**config.mk**
```make
export PLATFORM = sky130hd
export DESIGN_NAME = dmem_lane_arbiter
export DESIGN_NICKNAME = d
export VERILOG_FILES = /design/src/rtl/dmem_pkg.sv /design/src/rtl/dmem_range_check.sv /design/src/rtl/dmem_lane_arbiter.sv
export SDC_FILE = /design/constraint.sdc
export NUM_CORES = 1
export LEC_CHECK = 0
export ABC_AREA = 1
export CORE_MARGIN = 2
export CORE_UTILIZATION = 39
export DETAILED_ROUTE_END_ITERATION = 10
export GPL_TIMING_DRIVEN = 0
export HOLD_SLACK_MARGIN = 0.1
export PLACE_DENSITY = 0.85
export SYNTH_ARGS = -nofsm -noshare
export SYNTH_HDL_FRONTEND = slang
export SYNTH_SLANG_ARGS = --single-unit
export TNS_END_PERCENT = 1
```
**constraint.sdc**
```tcl
create_clock -name clk -period 1.5 [get_ports clk]
set_input_delay 0.3 -clock clk [delete_from_list [all_inputs] [get_ports clk]]
set_output_delay 0.3 -clock clk [all_outputs]
set_load 0.1 [all_outputs]
```
**src/rtl/dmem_pkg.sv**
```systemverilog
// Shared types and constants for the dual-lane data-memory arbiter.
package dmem_pkg;

  localparam int AW = 5;
  localparam int DW = 16;
  localparam int RW = 3;
  localparam int XW = 16;

  typedef enum logic [0:0] {
    IDLE   = 1'b0,
    SERVE1 = 1'b1
  } state_t;

  typedef struct packed {
    logic          isld;
    logic          isst;
    logic [XW-1:0] addr;
    logic [DW-1:0] wdata;
    logic [RW-1:0] rd;
    logic          lane;
  } mem_op_t;

  function automatic logic op_active(input mem_op_t op);
    return op.isld | op.isst;
  endfunction

endpackage

```
**src/rtl/dmem_range_check.sv**
```systemverilog
// Splits a lane address into an in-range flag and the memory word address.
module dmem_range_check
  import dmem_pkg::*;
(
  input  logic [XW-1:0] addr,
  output logic          in_range,
  output logic [AW-1:0] word_addr
);

  assign in_range  = (addr[XW-1:AW] == {(XW-AW){1'b0}});
  assign word_addr = addr[AW-1:0];

endmodule

```
**src/rtl/dmem_lane_arbiter.sv**
```systemverilog
// Serialises the two memory-stage lanes onto one memory port in program order,
// stalling the pipeline for one cycle when both lanes access memory together.
module dmem_lane_arbiter
  import dmem_pkg::*;
#(
  parameter int CNT_W = 16
) (
  input  logic             clk,
  input  logic             reset,
  input  logic             l0_isld,
  input  logic             l0_isst,
  input  logic [XW-1:0]    l0_addr,
  input  logic [DW-1:0]    l0_wdata,
  input  logic [RW-1:0]    l0_rd,
  input  logic             l1_isld,
  input  logic             l1_isst,
  input  logic [XW-1:0]    l1_addr,
  input  logic [DW-1:0]    l1_wdata,
  input  logic [RW-1:0]    l1_rd,
  output logic             stall,
  output logic             mem_en,
  output logic             mem_we,
  output logic [AW-1:0]    mem_addr,
  output logic [DW-1:0]    mem_wdata,
  input  logic [DW-1:0]    mem_rdata,
  output logic             rsp_valid,
  output logic             rsp_lane,
  output logic [DW-1:0]    rsp_data,
  output logic [RW-1:0]    rsp_rd,
  output logic             addr_err,
  output logic [CNT_W-1:0] conflict_cnt
);

  mem_op_t          op0_s, op1_s, lane1_src_s, buf_r;
  state_t           state_r;
  logic             in0_s, in1_s;
  logic [AW-1:0]    wa0_s, wa1_s;
  logic             slot_op_s, slot_isst_s, slot_in_s, slot_lane_s;
  logic [DW-1:0]    slot_wdata_s;
  logic [RW-1:0]    slot_rd_s;
  logic [AW-1:0]    slot_wa_s;
  logic             slot_act_s, slot_ok_s, slot_ld_s, dual_s;
  logic             rsp_zero_r;
  logic [CNT_W-1:0] cnt_r;

  assign op0_s = '{isld: l0_isld, isst: l0_isst, addr: l0_addr, wdata: l0_wdata, rd: l0_rd, lane: 1'b0};
  assign op1_s = '{isld: l1_isld, isst: l1_isst, addr: l1_addr, wdata: l1_wdata, rd: l1_rd, lane: 1'b1};

  // In SERVE1 the second lane slot comes from the buffer, not the frozen inputs.
  assign lane1_src_s = (state_r == SERVE1) ? buf_r : op1_s;

  dmem_range_check u_rc0 (.addr(op0_s.addr),       .in_range(in0_s), .word_addr(wa0_s));
  dmem_range_check u_rc1 (.addr(lane1_src_s.addr), .in_range(in1_s), .word_addr(wa1_s));

  // Pick the op that owns the memory port this cycle.
  always_comb begin
    slot_op_s    = 1'b0;
    slot_isst_s  = 1'b0;
    slot_in_s    = 1'b0;
    slot_lane_s  = 1'b0;
    slot_wdata_s = {DW{1'b0}};
    slot_rd_s    = {RW{1'b0}};
    slot_wa_s    = {AW{1'b0}};
    case (state_r)
      IDLE: begin
        if (op_active(op0_s)) begin
          slot_op_s    = 1'b1;
          slot_isst_s  = op0_s.isst;
          slot_in_s    = in0_s;
          slot_lane_s  = op0_s.lane;
          slot_wdata_s = op0_s.wdata;
          slot_rd_s    = op0_s.rd;
          slot_wa_s    = wa0_s;
        end else begin
          slot_op_s    = op_active(lane1_src_s);
          slot_isst_s  = lane1_src_s.isst;
          slot_in_s    = in1_s;
          slot_lane_s  = lane1_src_s.lane;
          slot_wdata_s = lane1_src_s.wdata;
          slot_rd_s    = lane1_src_s.rd;
          slot_wa_s    = wa1_s;
        end
      end
      SERVE1: begin
        slot_op_s    = op_active(lane1_src_s);
        slot_isst_s  = lane1_src_s.isst;
        slot_in_s    = in1_s;
        slot_lane_s  = lane1_src_s.lane;
        slot_wdata_s = lane1_src_s.wdata;
        slot_rd_s    = lane1_src_s.rd;
        slot_wa_s    = wa1_s;
      end
      default: begin
        slot_op_s = 1'b0;
      end
    endcase
  end

  // Reset gates the port so a buffered op cannot write while being discarded.
  assign slot_act_s = slot_op_s & ~reset;
  assign slot_ok_s  = slot_act_s & slot_in_s;
  assign slot_ld_s  = slot_act_s & ~slot_isst_s;
  assign dual_s     = (state_r == IDLE) & op_active(op0_s) & op_active(op1_s) & ~reset;

  assign stall        = dual_s;
  assign mem_en       = slot_ok_s;
  assign mem_we       = slot_ok_s & slot_isst_s;
  assign mem_addr     = slot_ok_s ? slot_wa_s : {AW{1'b0}};
  assign mem_wdata    = (slot_ok_s & slot_isst_s) ? slot_wdata_s : {DW{1'b0}};
  assign rsp_data     = (rsp_valid & ~rsp_zero_r) ? mem_rdata : {DW{1'b0}};
  assign conflict_cnt = cnt_r;

  // State, conflict buffer, response tags, error pulse and conflict counter.
  always_ff @(posedge clk) begin
    if (reset) begin
      state_r    <= IDLE;
      buf_r      <= '0;
      rsp_valid  <= 1'b0;
      rsp_lane   <= 1'b0;
      rsp_rd     <= {RW{1'b0}};
      rsp_zero_r <= 1'b0;
      addr_err   <= 1'b0;
      cnt_r      <= {CNT_W{1'b0}};
    end else begin
      case (state_r)
        IDLE: begin
          if (dual_s) begin
            state_r <= SERVE1;
            buf_r   <= op1_s;
            if (cnt_r != {CNT_W{1'b1}}) begin
              cnt_r <= cnt_r + CNT_W'(1);
            end
          end else begin
            state_r <= IDLE;
          end
        end
        SERVE1: begin
          state_r <= IDLE;
          buf_r   <= '0;
        end
        default: begin
          state_r <= IDLE;
          buf_r   <= '0;
        end
      endcase
      rsp_valid <= slot_ld_s;
      addr_err  <= slot_act_s & ~slot_in_s;
      if (slot_ld_s) begin
        rsp_lane   <= slot_lane_s;
        rsp_rd     <= slot_rd_s;
        rsp_zero_r <= ~slot_in_s;
      end
    end
  end

endmodule

```
==> implementation parameters <==
Parameter                              Value

Floorplan
  Die area ... 10,100 um^2
  Initial Util ... about two fifths
  Chip height ... roughly 100 um
  Row Count ... 35
  Io pins ... around 150
  Area of the core region ... around 9000 um^2
  Chip width ... between 100 and 150 um

Timing
  Final hold viol count ... 0
  Crit share post-route ... 166%
  Normalized max-slew margin ... around 63%
  Final Critical Period ... ~2.5 ns
  Unrepaired setup endpoints after global routing ... true
  Setup Viol. Count Final ... 95
  Pin slew with the least headroom to its limit ... around 0.55 ns
  FMAX ... roughly 0.40 GHz
  Skew final ... ~0.017 ns
  Count of final max-slew check failures ... 0
  Final WS setup ... -0.995 ns

CTS
  Clk sinks ... 62
  H-tree depth ... 3
  Skew-Pair Late Insertion Delay ... ~0.36 ns
  Clock tree from TritonCTS ... built
  Inserted Clock Buffers ... 9
  Clock Tree Root ... sky130_fd_sc_hd__clkbuf_8
  Clock transition at path regs ... 0.09 ns
  Max clock buf depth ... 2

Yosys
  Most repeated cell in the gate-level netlist after synthesis ... sky130_fd_sc_hd__nand2_1
  Share of synthesized registers carrying an async set or reset ... 0%
  Post-synth net total ... around 650
  Most instantiated cells after synthesis ... sky130_fd_sc_hd__nand2_1, sky130_fd_sc_hd__nor2_1, sky130_fd_sc_hd__inv_1
  #FFs+latches synth ... between 60 and 70
  Cell area after synthesis ... 3620 um^2
  Post-synth EDFFs ... 0
  Most used flip-flop cell after synthesis ... sky130_fd_sc_hd__dfxtp_1
  Leading cell types by total area after synthesis ... sky130_fd_sc_hd__dfxtp_1, sky130_fd_sc_hd__nand2_1, sky130_fd_sc_hd__nor2_1
  Unique cell type count in the Yosys netlist ... 29
  Largest area contributor in the netlist ... sky130_fd_sc_hd__dfxtp_1
  Proportion of synthesized chip area in sequential cells ... 34.2%
  Average cell area after synthesis ... ~6.5 um^2
  Area share of the largest cell type after synthesis ... 34.2%
  Number of warnings printed during yosys synthesis ... 0
  Post-Synthesis Cells ... roughly 560

Layout
  Number of antenna cells inserted ... 0
  Fraction of final layout cells with drive strength greater than 1 ... roughly 28%
  Post-layout nets ... 828
  Multi-input gate area ... around 2300 um^2
  Post-layout utilization of the core ... ~70%
  Number of cells in the finished layout apart from fillers ... roughly 850
  Area taken by flip-flops and latches ... between 1000 and 1500 um^2
  Layout-stage area growth over the synthesis result ... 81.0%
  Filler cell count ... 614

Critical path
  Maximum fanout count along the critical path ... 10
  Critical Path Source Type ... flop
  Worst Path Required ... ~1.2 ns
  Critical path class ... flop to output pin
  Critical path data arrival time ... roughly 2.2 ns
  Type of destination of the critical path ... output pin

Job
  Number of max-cap violations ... 0

Power
  Switching part of the total ... between 30% and 40%
  Clk pwr share ... around a third
  P per Cell Area ... 803 nW/um^2
  Net switching power figure ... roughly 1.8 mW
  Leakage ... between 2 and 3 nW
  Fraction of power consumed by sequential logic ... 33.8%
  Design internal power ... 3.48 mW
  VDD IR max ... approximately 0.58 mV
  Gate power share ... a little under a third

Global route
  Total congestion overflow after global routing ... 0
  Via count of the first global-routing pass ... ~4.5k
  Wire length of the first global-routing pass ... approximately 21 mm
  Global router's overall resource usage ... between 20% and 30%
  Antenna violations before repair ... 0
  Maximum number of pins on one net before global-route repair ... 12

Detailed routing
  DRC marker count from the first detailed-route iteration ... ~330
  Vias after detailed routing ... 4,594
  Routed Antenna Nets ... 0
  Final routed wire length divided by cell count ... roughly 17 um
  Residual DRC count ... 0
  Wirelength, routed ... ~15 mm
  Via-per-instance ratio ... 5.40
  Initial DRT Pass Iterations ... 7

Run status
  Result of the run ... finished, violations left
  Violated checks ... negative setup slack

Place
  Total placed cells including tap cells ... between 800 and 900
  Final RePlAce weighted congestion ... between 0.9 and 1
  Detail Placement HPWL ... ~9 mm
  Buffers on Ports ... roughly 150

Hold path
  Hold/Removal Path Class ... flop to flop
registers in the layout, indices dropped and copies added, names as in the netlist:
name and count:
buf_r 38, state_r 1, conflict_cnt 16, addr_err 1, rsp_lane 1, rsp_zero_r 1
rsp_rd 3, rsp_valid 1
worst paths after layout:
check	cells past startpoint	from	slack [ns]	end
hold reg to reg	2	buf_r[2]	0.46	buf_r[2]
setup / recovery	10	state_r	-0.99	mem_wdata[14]
hold / removal	2	buf_r[2]	0.46	buf_r[2]
setup reg to reg	12	state_r	-0.43	rsp_lane
final cells by class:
cell class / count / area share, %
sequential: 62 / 19.0
inverter: 66 / 4.01
timing repair buffer: 170 / 31.0
multi-input combinational: 395 / 35.6
clock buffer: 10 / 1.95
clock inverter: 6 / 1.68
buffer: 31 / 4.67
tap: 111 / 2.12
per-layer routing:
metal / vias up / global-route usage [%] / wire length [um]
met5: - / 0 / 0
met2: 265 / 47.5 / 7680
met4: 0 / 12.6 / 685
met3: 63 / 6.27 / 1140
met1: 2148 / 29.1 / 5320
li1: 2118 / - / -
cell families (layout without fill, tap and decap cells):
kind of cell | after synthesis | in the layout | share of synthesized area, %
AND/OR/NAND/NOR | 277 | 277 | 32.7
buffers and inverters | 98 | 283 | 12.0
XOR/XNOR | 9 | 9 | 2.17
flip-flops | 62 | 62 | 34.2
AO/OA/AOI/OAI | 84 | 84 | 11.9
multiplexers | 24 | 24 | 6.63
adder cells (fa/ha/maj) | 1 | 1 | 0.345
metrics by stage:
step	TNS, ns	area [um^2]	power [mW]	worst slack [ns]	hold slack [ns]
after floorplan	-37.73	3860	2.70	-0.741	0.439
after global placement	-94.52	5530	3.16	-1.99	0.447
after detailed placement	-95.27	5530	3.19	-1.98	0.450
after CTS	-27.04	6370	5.08	-1.02	0.461
after global routing	-41.70	6560	5.40	-1.07	0.476
final	-34.78	6560	5.27	-0.995	0.462
placed cells by master (no fill, tap or decap), types with 6 or more instances in the layout:
cell type / instances
sky130_fd_sc_hd__dfxtp_1: 58
sky130_fd_sc_hd__buf_4: 26
sky130_fd_sc_hd__nor2_4: 32
sky130_fd_sc_hd__nand2_4: 6
sky130_fd_sc_hd__clkbuf_8: 9
sky130_fd_sc_hd__nand2_1: 121
sky130_fd_sc_hd__nand3_1: 41
sky130_fd_sc_hd__o21ai_0: 29
sky130_fd_sc_hd__nand2_2: 9
sky130_fd_sc_hd__inv_1: 61
sky130_fd_sc_hd__nor2_2: 10
sky130_fd_sc_hd__clkbuf_1: 7
sky130_fd_sc_hd__clkdlybuf4s50_1: 89
sky130_fd_sc_hd__buf_2: 11
sky130_fd_sc_hd__buf_8: 6
sky130_fd_sc_hd__buf_12: 44
sky130_fd_sc_hd__a21oi_1: 38
sky130_fd_sc_hd__nor2_1: 45
sky130_fd_sc_hd__a21oi_2: 13
sky130_fd_sc_hd__mux2i_1: 24
power groups by stage:
stage | clock network [mW] | logic [mW] | registers (mW)
finish | 1.83 | 1.66 | 1.78
global placement | 0 | 1.36 | 1.80
floorplan | 0 | 0.765 | 1.94
global route | 1.87 | 1.75 | 1.78
detailed placement | 0 | 1.38 | 1.80
CTS | 1.79 | 1.52 | 1.77
what timing repair did:
item                                    4_1_cts  5_1_grt
endpoints found under the setup margin      120      103
hold buffers                                  0        0
cloned                                        1        0
pin swaps                                    16       24
resized for setup                           523       48
buffers inserted                             10        6
worst max-delay path: stages, from the launching register on:
cell and delay, ns:
sky130_fd_sc_hd__dfxtp_4 0.37, sky130_fd_sc_hd__inv_6 0.08, sky130_fd_sc_hd__nand2_2 0.09, sky130_fd_sc_hd__nand2_4 0.14
sky130_fd_sc_hd__buf_2 0.26, sky130_fd_sc_hd__clkbuf_4 0.26, sky130_fd_sc_hd__nand2_1 0.08, sky130_fd_sc_hd__o21ai_0 0.12
sky130_fd_sc_hd__inv_1 0.13, sky130_fd_sc_hd__nor2_4 0.14, sky130_fd_sc_hd__buf_12 0.18
(Power assumes the default switching activity.)
